`config.mk`:
```
export PLATFORM = sky130hd
export DESIGN_NAME = y86_inst_encoder
export DESIGN_NICKNAME = d
export VERILOG_FILES = /design/src/rtl/y86_inst_encoder.sv
export SDC_FILE = /design/constraint.sdc
export NUM_CORES = 1
export LEC_CHECK = 0
export CORE_AREA = 2 2 85 87
export DETAILED_ROUTE_END_ITERATION = 16
export DIE_AREA = 0 0 87 89
export DONT_BUFFER_PORTS = 1
export PLACE_DENSITY = 0.76
export SLEW_MARGIN = 20
export SYNTH_ARGS = -nofsm -noshare
export SYNTH_HDL_FRONTEND = slang
export SYNTH_SLANG_ARGS = --single-unit
```
`constraint.sdc`:
```
create_clock -name clk -period 2.8 [get_ports clk]
set_input_delay 0.56 -clock clk [delete_from_list [all_inputs] [get_ports clk]]
set_output_delay 0.56 -clock clk [all_outputs]
set_load 0.005 [all_outputs]
```
`src/rtl/y86_inst_encoder.sv`:
```
// Y86 instruction encoder: packs icode/ifun/rA/rB/valC into 1-6 little-endian bytes with addresses.
// Optional build macro ENC_REGCHK_EN rejects register ids 8-E in the byte-1 register fields.
module y86_inst_encoder #(
    parameter int unsigned          ADDR_W    = 16,
    parameter logic [ADDR_W-1:0]    BASE_ADDR = '0
) (
    input  logic              clk,
    input  logic              rst,
    input  logic              in_valid,
    output logic              in_ready,
    input  logic [3:0]        icode_i,
    input  logic [3:0]        ifun_i,
    input  logic [3:0]        rA_i,
    input  logic [3:0]        rB_i,
    input  logic [31:0]       valC_i,
    input  logic              addr_load,
    input  logic [ADDR_W-1:0] addr_val,
    output logic              out_valid,
    input  logic              out_ready,
    output logic [7:0]        out_byte,
    output logic [ADDR_W-1:0] out_addr,
    output logic              out_last,
    output logic              err_o
);

    typedef enum logic {
        S_IDLE,
        S_EMIT
    } state_t;

    state_t              state_q, state_d;
    logic [47:0]         img_q, img_d;
    logic [2:0]          len_q, len_d;
    logic [2:0]          idx_q, idx_d;
    logic [ADDR_W-1:0]   addr_q, addr_d;
    logic                err_q, err_d;

    logic [2:0]          len_c;
    logic [47:0]         img_c;
    logic                reg_bad_c;
    logic                accept_c;
    logic                xfer_c;
    logic                last_c;

    // Instruction length from icode; zero marks an illegal icode.
    always_comb begin
        len_c = 3'd0;
        case (icode_i)
            4'h0, 4'h1, 4'h9:        len_c = 3'd1;
            4'h2, 4'h6, 4'hA, 4'hB:  len_c = 3'd2;
            4'h7, 4'h8:              len_c = 3'd5;
            4'h3, 4'h4, 4'h5:        len_c = 3'd6;
            default:                 len_c = 3'd0;
        endcase
    end

    // Byte image, byte0 in bits [7:0]; unused upper bytes are zero.
    always_comb begin
        img_c = '0;
        case (len_c)
            3'd1:    img_c = {40'h0, icode_i, ifun_i};
            3'd2:    img_c = {32'h0, rA_i, rB_i, icode_i, ifun_i};
            3'd5:    img_c = {8'h0, valC_i, icode_i, ifun_i};
            3'd6:    img_c = {valC_i, rA_i, rB_i, icode_i, ifun_i};
            default: img_c = '0;
        endcase
    end

`ifdef ENC_REGCHK_EN
    // Ids 8-E are not registers; F (none) is accepted.
    always_comb begin
        reg_bad_c = 1'b0;
        if (len_c == 3'd2 || len_c == 3'd6) begin
            reg_bad_c = (rA_i[3] && rA_i != 4'hF) || (rB_i[3] && rB_i != 4'hF);
        end
    end
`else
    assign reg_bad_c = 1'b0;
`endif

    assign accept_c = (state_q == S_IDLE) && in_valid;
    assign last_c   = (state_q == S_EMIT) && (idx_q == 3'(len_q - 3'd1));
    assign xfer_c   = (state_q == S_EMIT) && out_ready;

    always_comb begin
        state_d = state_q;
        img_d   = img_q;
        len_d   = len_q;
        idx_d   = idx_q;
        addr_d  = addr_q;
        err_d   = 1'b0;
        case (state_q)
            S_IDLE: begin
                if (addr_load) begin
                    addr_d = addr_val;
                end
                if (in_valid) begin
                    if (len_c == 3'd0 || reg_bad_c) begin
                        err_d = 1'b1;
                    end else begin
                        state_d = S_EMIT;
                        img_d   = img_c;
                        len_d   = len_c;
                        idx_d   = 3'd0;
                    end
                end
            end
            S_EMIT: begin
                if (xfer_c) begin
                    addr_d = addr_q + 1'b1;
                    if (last_c) begin
                        state_d = S_IDLE;
                        idx_d   = 3'd0;
                    end else begin
                        idx_d = idx_q + 3'd1;
                    end
                end
            end
            default: state_d = S_IDLE;
        endcase
    end

    always_ff @(posedge clk) begin
        if (rst) begin
            state_q <= S_IDLE;
            img_q   <= '0;
            len_q   <= '0;
            idx_q   <= '0;
            addr_q  <= BASE_ADDR;
            err_q   <= 1'b0;
        end else begin
            state_q <= state_d;
            img_q   <= img_d;
            len_q   <= len_d;
            idx_q   <= idx_d;
            addr_q  <= addr_d;
            err_q   <= err_d;
        end
    end

    always_comb begin
        out_byte = '0;
        if (state_q == S_EMIT) begin
            case (idx_q)
                3'd0:    out_byte = img_q[7:0];
                3'd1:    out_byte = img_q[15:8];
                3'd2:    out_byte = img_q[23:16];
                3'd3:    out_byte = img_q[31:24];
                3'd4:    out_byte = img_q[39:32];
                3'd5:    out_byte = img_q[47:40];
                default: out_byte = '0;
            endcase
        end
    end

    assign in_ready  = (state_q == S_IDLE);
    assign out_valid = (state_q == S_EMIT);
    assign out_last  = last_c;
    assign out_addr  = addr_q;
    assign err_o     = err_q;

    // accept_c is the acceptance handshake; kept named for readability of the IDLE branch.
    logic unused_accept;
    assign unused_accept = accept_c;

endmodule

```
==> results of run 1 <==
## state kept, by name, summed over array words and instances (netlist names)
signal     cells
img_q         48
out_addr      16
idx_q          3
len_q          3
err_o          1
out_valid      1
## area by class of cell
class	count	area [um^2]
clock buffer	9	123.9
clock inverter	7	47.55
fill	634	2825
inverter	12	45.04
multi-input combinational	302	2006
sequential	72	1441
tap	80	100.1
timing repair buffer	14	130.1
## worst min path at each step
stage	from	to	slack, ps	depth (start not counted)
5_1_grt	rst	img_q[44]$_SDFFE_PP0P_	250	1
6_report	rst	img_q[43]$_SDFFE_PP0P_	260	1
3_5_place_dp	img_q[43]$_SDFFE_PP0P_	img_q[43]$_SDFFE_PP0P_	440	2
2_1_floorplan	img_q[37]$_SDFFE_PP0P_	img_q[37]$_SDFFE_PP0P_	430	1
3_3_place_gp	img_q[43]$_SDFFE_PP0P_	img_q[43]$_SDFFE_PP0P_	430	2
4_1_cts	rst	img_q[43]$_SDFFE_PP0P_	250	1
## cell families after synthesis
group / after synthesis
buf+inv: 50
compound gates: 158
simple gates: 124
fa+ha+maj: 10
flops: 72
xor+xnor: 3
mux: 7
## through the flow
step / util, % / power [W] / worst slack [ps]
after floorplan: - / 0.001377 / 113.3
after global placement: 55.36 / 0.001449 / 272.9
after detailed placement: 55.36 / 0.001461 / 71.85
after CTS: 57.91 / 0.002180 / 70.76
after global routing: 57.95 / 0.002272 / 35.42
final: 57.95 / 0.002171 / 158.6
## power groups by stage
stage               logic [W]  clock network (W)  registers (W)
global route         0.000356           0.000791        0.00113
detailed placement   0.000319                  0        0.00114
finish               0.000323           0.000731        0.00112
global placement     0.000309                  0        0.00114
floorplan            0.000254                  0        0.00112
CTS                  0.000321           0.000741        0.00112
## worst max-delay path: stages (launching register included)
cell and delay (ps):
dfxtp_1 410, inv_1 100, ha_1 340, a221oi_1 410
a21oi_1 90, a221oi_1 250, nor2_1 130
## repair_timing
| action | 4_1_cts | 5_1_grt |
|---|---|---|
| hold buffers | 0 | 0 |
| endpoints found under the setup margin | 0 | 6 |
| gates resized for setup | 0 | 1 |
| buffers inserted | 0 | 0 |
## layer usage
layer	share of wire, %	GRT usage (%)	vias up
li1	-	-	1593
met1	40	28.66	1604
met2	50	46.43	136
met3	8.1	9.141	20
met4	1.9	7.102	0
met5	0	0	-
## synth_stat cells (2+ instances only)
master / number / area, um^2
mux2i_1: 3 / 30.03
a222oi_1: 4 / 40.04
o2bb2ai_1: 32 / 280.3
nor3b_1: 2 / 15.01
o22ai_1: 3 / 18.77
a32oi_1: 8 / 70.07
nand2b_1: 2 / 12.51
nor2_1: 27 / 101.4
nor2b_1: 5 / 31.28
a211oi_1: 7 / 52.55
mux2_2: 4 / 45.04
a22o_1: 4 / 35.03
nor3_1: 8 / 40.04
a211o_1: 2 / 17.52
inv_1: 12 / 45.04
o21bai_1: 2 / 15.01
ha_1: 10 / 125.1
clkbuf_1: 28 / 105.1
dfxtp_1: 72 / 1441
a221oi_1: 10 / 87.58
o21ai_0: 6 / 30.03
nor4_1: 2 / 12.51
nand3_1: 29 / 145.1
nand4_1: 2 / 12.51
buf_2: 8 / 40.04
nor4b_1: 2 / 17.52
nand2_1: 36 / 135.1
xor2_1: 2 / 17.52
a311oi_1: 2 / 17.52
a31oi_1: 4 / 25.02
a21oi_1: 36 / 180.2
or3_1: 2 / 12.51
a22oi_1: 28 / 210.2
==> run summary, run 1 <==
Fmax achieved: 378.6 MHz
RePlAce Congestion: 0.8875
Synth Instances: 424
PD cells: 557.7 mW/mm^2
startpoint type of the worst setup path: flip-flop
Synth Flop Type: dfxtp_1
synth unique cells: 53
Synth Area in Adders: 3.429%
die width: 87 um
pin count of the biggest net entering global routing: 45
Final Hold Viols: 0
CTS tree: built
min cycle time layout: 2641 ps
Synth warnings: 0
CP arrival: 2080 ps
most frequent cells in the layout: dfxtp_1 (72), a21oi_1 (36), nand2_1 (36)
Total GRT Usage: 25.71%
fin nets: 490
DR WL/cell: 19.96 um
DR vias: 3,353
design area: 0.003894 mm^2
CTS Buf Count: 9
initial antenna violation count: 0
r2r startpoint: out_valid$_SDFF_PP0_
Syn Area/Cell: 8.605 um^2
Clock Tree Buf Depth: 2
mux contribution to synthesized area: 2.058%
Critical Path RT: 2240 ps
RR Endpoint: img_q[23]$_SDFFE_PP0P_
DRT antenna net count: 0
Compound-Gate Fraction of Synth Area: 32.03%
Seq pwr share: 51.5%
hpwl dp: 6940 um
Sink Count: 72
EDFF count, synth: 0
Max-Slew Margin vs Limit: 59.96%
share of flip-flops with an asynchronous set or reset: 0%
largest family of logic cells by synthesized area: compound AO/OA/AOI/OAI gates
Tcrit/Tclk final: 94.34%
worst hold path type: input port to flip-flop
total net switching power: 0.0006549 W
clock latency on the worst-skew pair: 360 ps
drt via density: 6.760
DR iter-0 viols: 239
worst r2r path cells: 7
Core Box Area: 0.006719 mm^2
RSZ-0062 raised after global routing: no
Int Pwr: 0.001517 W
IO Pins: 97
first-pass GRT wire length: 15,460 um
CP endpoint: out_byte[0]
Worst Setup SP: idx_q[0]$_SDFFE_PP0P_
vias in the first global route: 3,214
Final Non-Filler Cells: 496
fraction of layout cells with a size suffix above 1: 10.10%
DP Cell Count: 480
switching share of power: 30.16%
Slew @ Worst Pin: 599.5 ps
IO buf count: 0
syn nets: 503
Mapped Area: 0.003648 mm^2
Clock power frac: 33.6%
Die Area: 0.007743 mm^2
number of max-cap violations: 0
Worst-path clk slew: 80 ps
Pleak: 1.264 nW
H-tree depth: 3
post-synthesis register bit count: 72
VDD IR max: 0.0003822 V
critical path class: flip-flop to output pin
TNS Setup: 0 ps
synthesis-to-layout area growth: 6.721%
XOR/XNOR Fraction of Synth Area: 1.097%
crit-path max FO: 8
DRC violations left: 0
Post-Route WL: 9900 um
Root Buffer: clkbuf_8
R2R setup slack: 820 ps
commonest non-fill, non-tap cell in the layout: dfxtp_1
FP Rows: 30
starting density of the core: 54.30%
placed inst area: 0.003720 mm^2
Antenna Cells: 0
max-slew violation count: 0
Post-Synth Simple-Gate Area: 16.22%
die height: 89 um
status: finished clean
worst clock skew: 8.525 ps
Hold WS: 264.9 ps
register area share after synthesis: 39.51%
DRT Pass-1 Iters: 5
Comb power frac: 14.9%
Final setup viols: 0
CP Capture Type: output pin
Overflow after GRT: 0
(Power assumes the default switching activity.)
==> run 2, diff against run 1 <==
Settings changed: ABC_CLOCK_PERIOD_IN_PS set to 2800.
==> results of run 2 <==
Same layout as run 1: the final DEF is identical, and so are final timing and power.
